$ cat src/rtl/xevious_inputs_if.sv
// Input/control bundle between hps_io and the Xevious core.
// The master side drives the PS/2 key and joysticks; the slave side returns player controls.
interface xevious_inputs_if;
  logic [10:0] ps2_key;
  logic [15:0] joystick_0;
  logic [15:0] joystick_1;
  logic        up, down, left, right, fire, bomb;
  logic        up_2, down_2, left_2, right_2, fire_2, bomb_2;
  logic        start1, start2;
  logic        coin;

  modport master (
    output ps2_key, joystick_0, joystick_1,
    input  up, down, left, right, fire, bomb,
    input  up_2, down_2, left_2, right_2, fire_2, bomb_2,
    input  start1, start2, coin
  );

  modport slave (
    input  ps2_key, joystick_0, joystick_1,
    output up, down, left, right, fire, bomb,
    output up_2, down_2, left_2, right_2, fire_2, bomb_2,
    output start1, start2, coin
  );
endinterface

$ cat src/rtl/xevious_inputs.sv
// Xevious input conditioner: PS/2 key decode merged with both joysticks.
// It also resolves opposing-direction conflicts and stretches the coin input into a fixed-length pulse.
module xevious_inputs #(
  parameter int unsigned COIN_PULSE = 1843200
) (
  input  logic clk_sys,
  input  logic reset_n,
  xevious_inputs_if.slave io
);

  localparam int unsigned CNT_W = (COIN_PULSE > 1) ? $clog2(COIN_PULSE) : 1;
  localparam logic [CNT_W-1:0] CNT_LOAD = CNT_W'(COIN_PULSE - 1);

  typedef enum logic [1:0] {ST_IDLE, ST_PULSE, ST_HOLD} coin_state_t;

  logic       tog_q, armed;
  logic       key_ev_c;
  logic       pressed_c, ext_c;
  logic [7:0] code_c;

  logic k_up, k_down, k_left, k_right, k_fire, k_bomb;
  logic k_up2, k_down2, k_left2, k_right2, k_fire2, k_bomb2;
  logic k_start1, k_start2, k_coin_a, k_coin_b;

  logic raw_up_c, raw_down_c, raw_left_c, raw_right_c, raw_fire_c, raw_bomb_c;
  logic raw_up2_c, raw_down2_c, raw_left2_c, raw_right2_c, raw_fire2_c, raw_bomb2_c;
  logic raw_start1_c, raw_start2_c, coin_src_c;

  logic up_q, down_q, left_q, right_q, fire_q, bomb_q;
  logic up2_q, down2_q, left2_q, right2_q, fire2_q, bomb2_q;
  logic start1_q, start2_q, coin_q;

  coin_state_t      state_q, state_d;
  logic [CNT_W-1:0] cnt_q, cnt_d;
  logic             src_q;
  logic             unused_c;

  assign pressed_c = io.ps2_key[9];
  assign ext_c     = io.ps2_key[8];
  assign code_c    = io.ps2_key[7:0];
  assign key_ev_c  = armed && (io.ps2_key[10] != tog_q);
  assign unused_c  = &{1'b0, io.joystick_0[15:9], io.joystick_1[15:9]};

  // Key event detection and key map; the first post-reset clock only samples the toggle
  always_ff @(posedge clk_sys or negedge reset_n) begin
    if (!reset_n) begin
      tog_q    <= 1'b0;
      armed    <= 1'b0;
      k_up     <= 1'b0; k_down   <= 1'b0; k_left   <= 1'b0; k_right  <= 1'b0;
      k_fire   <= 1'b0; k_bomb   <= 1'b0;
      k_up2    <= 1'b0; k_down2  <= 1'b0; k_left2  <= 1'b0; k_right2 <= 1'b0;
      k_fire2  <= 1'b0; k_bomb2  <= 1'b0;
      k_start1 <= 1'b0; k_start2 <= 1'b0; k_coin_a <= 1'b0; k_coin_b <= 1'b0;
    end else if (!armed) begin
      tog_q <= io.ps2_key[10];
      armed <= 1'b1;
    end else if (key_ev_c) begin
      tog_q <= io.ps2_key[10];
      case (code_c)
        8'h75: k_up    <= pressed_c;
        8'h72: k_down  <= pressed_c;
        8'h6B: k_left  <= pressed_c;
        8'h74: k_right <= pressed_c;
        8'h14: k_bomb  <= pressed_c;
        8'h29: if (!ext_c) k_fire   <= pressed_c;
        8'h05: if (!ext_c) k_start1 <= pressed_c;
        8'h16: if (!ext_c) k_start1 <= pressed_c;
        8'h06: if (!ext_c) k_start2 <= pressed_c;
        8'h1E: if (!ext_c) k_start2 <= pressed_c;
        8'h2E: if (!ext_c) k_coin_a <= pressed_c;
        8'h36: if (!ext_c) k_coin_b <= pressed_c;
        8'h2D: if (!ext_c) k_up2    <= pressed_c;
        8'h2B: if (!ext_c) k_down2  <= pressed_c;
        8'h23: if (!ext_c) k_left2  <= pressed_c;
        8'h34: if (!ext_c) k_right2 <= pressed_c;
        8'h1C: if (!ext_c) k_fire2  <= pressed_c;
        8'h1B: if (!ext_c) k_bomb2  <= pressed_c;
        default: ;
      endcase
    end
  end

  // Keyboard and joystick merge
  always_comb begin
    raw_up_c     = k_up     | io.joystick_0[3];
    raw_down_c   = k_down   | io.joystick_0[2];
    raw_left_c   = k_left   | io.joystick_0[1];
    raw_right_c  = k_right  | io.joystick_0[0];
    raw_fire_c   = k_fire   | io.joystick_0[4];
    raw_bomb_c   = k_bomb   | io.joystick_0[5];
    raw_up2_c    = k_up2    | io.joystick_1[3];
    raw_down2_c  = k_down2  | io.joystick_1[2];
    raw_left2_c  = k_left2  | io.joystick_1[1];
    raw_right2_c = k_right2 | io.joystick_1[0];
    raw_fire2_c  = k_fire2  | io.joystick_1[4];
    raw_bomb2_c  = k_bomb2  | io.joystick_1[5];
    raw_start1_c = k_start1 | io.joystick_0[6] | io.joystick_1[6];
    raw_start2_c = k_start2 | io.joystick_0[7] | io.joystick_1[7];
    coin_src_c   = k_coin_a | k_coin_b | io.joystick_0[8] | io.joystick_1[8];
  end

  // Registered controls; opposing directions on one axis cancel each other
  always_ff @(posedge clk_sys or negedge reset_n) begin
    if (!reset_n) begin
      up_q  <= 1'b0; down_q  <= 1'b0; left_q  <= 1'b0; right_q  <= 1'b0;
      fire_q <= 1'b0; bomb_q <= 1'b0;
      up2_q <= 1'b0; down2_q <= 1'b0; left2_q <= 1'b0; right2_q <= 1'b0;
      fire2_q <= 1'b0; bomb2_q <= 1'b0;
      start1_q <= 1'b0; start2_q <= 1'b0;
    end else begin
      up_q     <= raw_up_c    & ~raw_down_c;
      down_q   <= raw_down_c  & ~raw_up_c;
      left_q   <= raw_left_c  & ~raw_right_c;
      right_q  <= raw_right_c & ~raw_left_c;
      fire_q   <= raw_fire_c;
      bomb_q   <= raw_bomb_c;
      up2_q    <= raw_up2_c    & ~raw_down2_c;
      down2_q  <= raw_down2_c  & ~raw_up2_c;
      left2_q  <= raw_left2_c  & ~raw_right2_c;
      right2_q <= raw_right2_c & ~raw_left2_c;
      fire2_q  <= raw_fire2_c;
      bomb2_q  <= raw_bomb2_c;
      start1_q <= raw_start1_c;
      start2_q <= raw_start2_c;
    end
  end

  // Coin shaper state register
  always_ff @(posedge clk_sys or negedge reset_n) begin
    if (!reset_n) begin
      state_q <= ST_IDLE;
      cnt_q   <= '0;
      src_q   <= 1'b0;
      coin_q  <= 1'b0;
    end else begin
      state_q <= state_d;
      cnt_q   <= cnt_d;
      src_q   <= coin_src_c;
      coin_q  <= (state_d == ST_PULSE);
    end
  end

  // Edge detect waits for armed so a source already high at reset release is not a new coin
  always_comb begin
    state_d = state_q;
    cnt_d   = cnt_q;
    case (state_q)
      ST_IDLE: begin
        if (armed && coin_src_c && !src_q) begin
          state_d = ST_PULSE;
          cnt_d   = CNT_LOAD;
        end
      end
      ST_PULSE: begin
        if (cnt_q == '0) begin
          state_d = coin_src_c ? ST_HOLD : ST_IDLE;
        end else begin
          cnt_d = cnt_q - CNT_W'(1);
        end
      end
      ST_HOLD: begin
        if (!coin_src_c) state_d = ST_IDLE;
      end
      default: state_d = ST_IDLE;
    endcase
  end

  assign io.up      = up_q;
  assign io.down    = down_q;
  assign io.left    = left_q;
  assign io.right   = right_q;
  assign io.fire    = fire_q;
  assign io.bomb    = bomb_q;
  assign io.up_2    = up2_q;
  assign io.down_2  = down2_q;
  assign io.left_2  = left2_q;
  assign io.right_2 = right2_q;
  assign io.fire_2  = fire2_q;
  assign io.bomb_2  = bomb2_q;
  assign io.start1  = start1_q;
  assign io.start2  = start2_q;
  assign io.coin    = coin_q;

endmodule
$ cat src/flat_wrapper.sv
// flat-port wrapper written by rule: the top's interface ports become plain ports
module xevious_inputs_flat 
#(
  parameter int unsigned COIN_PULSE = 1843200
)
  (clk_sys, reset_n, io_ps2_key, io_joystick_0, io_joystick_1, io_up, io_down, io_left, io_right, io_fire, io_bomb, io_up_2, io_down_2, io_left_2, io_right_2, io_fire_2, io_bomb_2, io_start1, io_start2, io_coin);
  xevious_inputs_if io_i ();
  input  logic clk_sys;
  input  logic reset_n;
  input wire logic [$bits(io_i.ps2_key)-1:0] io_ps2_key;
  input wire logic [$bits(io_i.joystick_0)-1:0] io_joystick_0;
  input wire logic [$bits(io_i.joystick_1)-1:0] io_joystick_1;
  output wire logic [$bits(io_i.up)-1:0] io_up;
  output wire logic [$bits(io_i.down)-1:0] io_down;
  output wire logic [$bits(io_i.left)-1:0] io_left;
  output wire logic [$bits(io_i.right)-1:0] io_right;
  output wire logic [$bits(io_i.fire)-1:0] io_fire;
  output wire logic [$bits(io_i.bomb)-1:0] io_bomb;
  output wire logic [$bits(io_i.up_2)-1:0] io_up_2;
  output wire logic [$bits(io_i.down_2)-1:0] io_down_2;
  output wire logic [$bits(io_i.left_2)-1:0] io_left_2;
  output wire logic [$bits(io_i.right_2)-1:0] io_right_2;
  output wire logic [$bits(io_i.fire_2)-1:0] io_fire_2;
  output wire logic [$bits(io_i.bomb_2)-1:0] io_bomb_2;
  output wire logic [$bits(io_i.start1)-1:0] io_start1;
  output wire logic [$bits(io_i.start2)-1:0] io_start2;
  output wire logic [$bits(io_i.coin)-1:0] io_coin;
  assign io_i.ps2_key = io_ps2_key;
  assign io_i.joystick_0 = io_joystick_0;
  assign io_i.joystick_1 = io_joystick_1;
  assign io_up = io_i.up;
  assign io_down = io_i.down;
  assign io_left = io_i.left;
  assign io_right = io_i.right;
  assign io_fire = io_i.fire;
  assign io_bomb = io_i.bomb;
  assign io_up_2 = io_i.up_2;
  assign io_down_2 = io_i.down_2;
  assign io_left_2 = io_i.left_2;
  assign io_right_2 = io_i.right_2;
  assign io_fire_2 = io_i.fire_2;
  assign io_bomb_2 = io_i.bomb_2;
  assign io_start1 = io_i.start1;
  assign io_start2 = io_i.start2;
  assign io_coin = io_i.coin;
  xevious_inputs #(.COIN_PULSE(COIN_PULSE)) u_core (.clk_sys(clk_sys), .reset_n(reset_n), .io(io_i));
endmodule
$ cat config.mk
export PLATFORM = sky130hd
export DESIGN_NAME = xevious_inputs_flat
export DESIGN_NICKNAME = d
export VERILOG_FILES = /design/src/rtl/xevious_inputs_if.sv /design/src/rtl/xevious_inputs.sv /design/src/flat_wrapper.sv
export SDC_FILE = /design/constraint.sdc
export NUM_CORES = 1
export LEC_CHECK = 0
export BUFFER_PORTS_ARGS = -buffer_cell sky130_fd_sc_hd__buf_2
export CELL_PAD_IN_SITES_DETAIL_PLACEMENT = 0
export CELL_PAD_IN_SITES_GLOBAL_PLACEMENT = 1
export CORE_MARGIN = 3
export CORE_UTILIZATION = 38
export CTS_CLUSTER_SIZE = 40
export DETAILED_ROUTE_END_ITERATION = 10
export PLACE_DENSITY = 0.85
export SETUP_SLACK_MARGIN = 0.4
export SYNTH_ARGS = -nofsm -noshare
export SYNTH_HDL_FRONTEND = slang
export SYNTH_SLANG_ARGS = --single-unit
$ cat constraint.sdc
create_clock -name clk_sys -period 2.1 [get_ports clk_sys]
set_clock_uncertainty 0.2 [all_clocks]
set_input_delay 0.42 -clock clk_sys [delete_from_list [all_inputs] [get_ports clk_sys]]
set_output_delay 0.42 -clock clk_sys [all_outputs]
set_load 0.1 [all_outputs]
* Word-level counts from Yosys, hierarchy flattened
Index checks and enable logic that the tools add are counted.
** Operators by class
- $add $sub $neg :: 1
- $mul :: 0
- Div/mod/pow operators :: 0
- Magnitude comparators :: 0
- Equal/unequal tests :: 25
- Shift operators :: 0
- Muxes and demuxes :: 10
- Bitwise operators :: 36
- Reductions and logical operators :: 26
** Operators with widths (number)
- equality test 8 x 6 -> 1 bit, second input constant :: 7
- AND reduction 4 bit :: 11
- 2-to-1 mux 21 bit :: 2
- one-hot mux 21 bit (2 select lines) :: 1
- equality test 8 x 5 -> 1 bit, second input constant :: 5
- equality test 8 x 7 -> 1 bit, second input constant :: 4
- zero test 21 bit :: 1
- subtractor 21 x 1 -> 21 bit, second input constant :: 1
- OR 1 bit :: 19
- AND reduction 3 bit :: 6
- equality test 8 x 3 -> 1 bit, second input constant :: 2
- inverter 1 bit :: 9
- AND 1 bit :: 8
- 2-to-1 mux 2 bit :: 4
- one-hot mux 2 bit (3 select lines) :: 1
- equality test 2 x 1 -> 1 bit, second input constant :: 2
- inequality test 2 bit, second input constant :: 2
- OR reduction 2 bit :: 2
- logical AND 1 bit :: 3
- equality test 2 bit, second input constant :: 1
- zero test 2 bit :: 1
- 2-to-1 mux 1 bit :: 2
- inequality test 2 x 1 -> 1 bit, second input constant :: 1
- nonzero test 2 bit :: 1
- 2 further kinds :: 2
** Storage, ports and cells
- Register bits :: 57
- Latch bits :: 0
- RAM bits :: 0
- Bits in read-only memories :: 0
- Bits of input ports :: 45
- Output and inout bits :: 15
- Logic and storage cells :: 134
- Memories kept :: 0

* Logic depth before layout (Yosys ltp)
- Depth in word-level cells :: 8
- Depth in mapped cells :: 7
- Mapped depth without buffers :: 6

* Least setup slack after synthesis
No wires, ideal clock.
- Kind :: register to register
- From :: register u_core.cnt_q[7]
- To :: register u_core.cnt_q[19]
- Setup time :: 79 ps
- Data arrival time :: 1914 ps
- Data required time :: 1821 ps
- Path slack :: -94 ps
- Stages on the path, launching flop included :: 5
- Clock period less this slack :: 2194 ps
- Cells stage by stage :: dfrtp_1 > or4_4 > or4_4 > a311oi_2 > mux2i_1
** Between the ends
- Cells in the longest elaborated chain, start to end :: 3
** Ends and longest elaborated chain
- start: declaration :: line xevious_inputs.sv:34 : logic [CNT_W-1:0] cnt_q, cnt_d;
- start signal: assignment :: line xevious_inputs.sv:137 : cnt_q <= cnt_d;
- subtractor 21 x 1 -> 21 bit / zero test 21 bit (equally long branches) :: line xevious_inputs.sv:158, xevious_inputs.sv:155
- 2-to-1 mux 21 bit / inequality test 2 bit (equally long branches)
- one-hot mux 21 bit (2 select lines) / AND reduction 3 bit (equally long branches)
Several ways; a longest one is shown, not always the timed one. The select of a mux whose other input is x is not followed.
A chain may end at the register's enable or synchronous reset.

* Final worst setup path
- From :: register u_core.cnt_q[1]
- To :: register u_core.cnt_q[19]
Same word-level chain as after synthesis.

==> impl_metrics.csv <==
group,metric,value,unit
min_path,hold_class,"in -> reg",
sta,whs,50.99,ps
global_routing,antenna_found_initial,0,
routing,drt_first_pass_iters,4,
clock_network,clk_pin_slew,70,ps
cells_and_area,final_core_util,64.31,%
sta,finalHoldViolations,0,
setup_path,crit_arrival,2320,ps
logic_synthesis,netlist_area,2788,um2
outcome,status,"finished, violations left",
floorplan,die-area,8400,um2
cells_and_area,drive_gt1_share,54.52,%
placement,globalplace.congestion,0.8806,
global_routing,grt_pass1_wl,12600,um
routing,drt_wl_total,7703,um
sta,fmax,442.6,MHz
logic_synthesis,synth_seq_area_share,51.17,%
global_routing,overflow,0,
sta,setup_violations,15,
setup_path,cp_max_fo,2,
clock_network,h-tree-depth,3,
logic_synthesis,synth_cell_types,48,
logic_synthesis,synth-edff-count,0,
floorplan,start_util,40.14,%
logic_synthesis,synthMuxAreaShare,10.41,%
logic_synthesis,synth_top_family_by_area,"simple AND/OR/NAND/NOR gates",
cells_and_area,syn_to_final_growth,60.19,%
clock_network,cts_tree,"yes",
routing,wl_met3,442,um
outcome,violations,"negative setup slack",
power,leakage,0.001886,uW
power,power.density,718.3,nW/um2
logic_synthesis,synth-compound-area-share,9.156,%
logic_synthesis,syn_nets,310,
logic_synthesis,synth-adder-area-share,0.4488,%
global_routing,grt_max_degree,58,
sta,timing_max_transition_violations_final,0,
clock_network,cts_buffers,9,
logic_synthesis,synth-simple-area-share,26.17,%
logic_synthesis,syn_inst,264,
cells_and_area,largest_register_ffs,21,
job,cap_violations,0,
logic_synthesis,ys_ff_latch,57,
routing,routed-via-count,2527,
routing,highest_layer,"met4",
routing,m1WireLength,3146,um
global_routing,grt_pass1_vias,2691,
logic_synthesis,syn_avg_cell_area,10.56,um2
placement,dp_hpwl,4668,um
routing,viasPerCell,5.354,
placement,port_buffers,45,
setup_path,cp-end-kind,"flop",
cells_and_area,reg_top3,"u_core.cnt_q x21, u_core.state_q x2",
sta,min_period,2259,ps
routing,drt_iter0_drc,105,
sta,rsz0062_at_grt,"yes",
routing,met2_length,3989,um
cells_and_area,fin_nets,418,
logic_synthesis,synth_ff_type,"dfrtp_1",
routing,drtAntennaViolNets,0,
floorplan,die_w,91.65,um
cells_and_area,regMostFlops,"u_core.cnt_q",
setup_path,crit_type,"reg -> reg",
cells_and_area,diodes,0,
logic_synthesis,yosysWarnings,0,
logic_synthesis,synth-xor-area-share,0.3142,%
clock_network,numClockSinks,57,
setup_path,startpoint_type,"flop",
floorplan,core_area,6944,um2
sta,post-route-period-util,107.6,%
sta,worst_slack,-159.2,ps
setup_path,required,2160,ps
routing,wl_per_cell,16.32,um
global_routing,track_usage,19.12,%
clock_network,clk_path_buf_depth,2,
clock_network,root_buffer,"clkbuf_8",
floorplan,die_y,91.65,um
clock_network,clk_latency,340,ps
power,ir_drop,458.1,uV
routing,drcViolationCount,0,
floorplan,pin_count,60,
floorplan,rows,30,
logic_synthesis,async_flop_share,100.0,%
==> stage by stage <==
step	total power, uW	TNS [ps]	setup WS [ps]	instance area [um2]	std cells
3_5_place_dp	1958	-707.6	-157.4	3525	438
5_1_grt	3376	-2252	-196.3	4466	472
6_report	3208	-979.1	-159.2	4466	472
4_1_cts	3194	-993.3	-159.3	4314	470
2_1_floorplan	1678	-14.54	-14.54	2904	264
3_3_place_gp	1937	-420.6	-157.3	3525	438
==> report_power, final <==
part / total [uW] / switching (uW) / internal, uW
clock network: 999 / 429 / 570
registers: 1270 / 68.2 / 1200
logic: 939 / 521 / 418
==> layout by cell type, fill, tap and decap left out, types with 4 or more instances in the layout <==
cell type  count
mux2_4        14
nor4_2         4
o21a_1         4
nor2_1        23
or4_4          5
o21ai_1        5
buf_6         21
buf_4         49
nor3_1         7
buf_2         31
or3_1          8
dfrtp_1       57
nand2b_1       7
a21oi_2        4
or2_2          4
clkbuf_8      10
nor4_4         7
nand3_1        5
nor2b_1        4
nand2_1        8
nor3_4         5
inv_1          4
nor2_4         5
mux2i_1       11
nand4_1        6
==> logic make-up after synthesis <==
kind of cell,Yosys count
compound gates,36
xor+xnor,1
fa+ha+maj,1
buf+inv,14
flops,57
mux,27
other cells,1
simple gates,127
==> synthesized netlist by cell type, types with 2 or more instances <==
library cell | n | share of area (%)
nand2b_1 | 8 | 1.8
or2_2 | 5 | 1.1
mux2i_1 | 11 | 3.9
or4_4 | 3 | 1.2
dfrtp_1 | 57 | 51
or3_1 | 9 | 2.0
nand3_1 | 6 | 1.1
o21a_1 | 4 | 1.1
nor3_1 | 13 | 2.3
clkbuf_1 | 6 | 0.81
a2111oi_0 | 2 | 0.63
and2_1 | 3 | 0.67
mux2_2 | 16 | 6.5
nor3b_1 | 2 | 0.54
a21oi_1 | 7 | 1.3
nor4b_1 | 3 | 0.94
or4_1 | 4 | 1.1
o21ai_0 | 8 | 1.4
o31ai_1 | 3 | 0.81
o2111a_1 | 3 | 1.2
nor2b_1 | 6 | 1.3
inv_1 | 5 | 0.67
nand2_1 | 11 | 1.5
nor4_1 | 12 | 2.7
nand4_1 | 6 | 1.3
nor2_1 | 29 | 3.9
==> what timing repair did <==
item	4_1_cts	5_1_grt
setup endpoints to repair	53	41
buffers inserted	14	2
pin swaps	27	12
endpoints found under the hold margin	57	0
gates cloned	2	0
resized for setup	107	33
hold buffers	1	0
==> critical path, cell delays in order, from the launching register on <==
cell and delay, ps:
dfrtp_1 390, or4_4 560, or4_4 540, a311oi_2 250, mux2i_1 230
==> metal layers <==
layer,global-route usage [%],vias up
met4,7.538,0
li1,-,1194
met5,0,-
met3,6.481,16
met1,22.40,1235
met2,32.14,82
==> path summary, 6_finish.rpt <==
kind | depth (start not counted) | endpoint | slack (ps) | start
max | 4 | u_core.cnt_q[19]$_DFFE_PN0P_ | -160 | u_core.cnt_q[1]$_DFFE_PN0P_
min | 2 | u_core.io.left$_DFF_PN0_ | 50 | io_joystick_0[0]
max reg2reg | 4 | u_core.cnt_q[19]$_DFFE_PN0P_ | -160 | u_core.cnt_q[1]$_DFFE_PN0P_
min reg2reg | 1 | u_core.io.up$_DFF_PN0_ | 250 | u_core.k_down$_DFFE_PN0P_
max in group asynchronous | 3 | u_core.io.right_2$_DFF_PN0_ | 1020 | reset_n
min in group asynchronous | 3 | u_core.cnt_q[14]$_DFFE_PN0P_ | 410 | reset_n
==> final cells by class <==
| class | count | area [um2] |
|---|---|---|
| well taps | 96 | 120.1 |
| inverters | 5 | 21.27 |
| flip-flops and latches | 57 | 1426 |
| repair buffers | 106 | 827.0 |
| clock inverters | 5 | 56.30 |
| multi-input cells | 193 | 1877 |
| clock buffers | 10 | 137.6 |
| fillers | 533 | 2479 |
No activity file was read; power rests on OpenSTA's default activity.
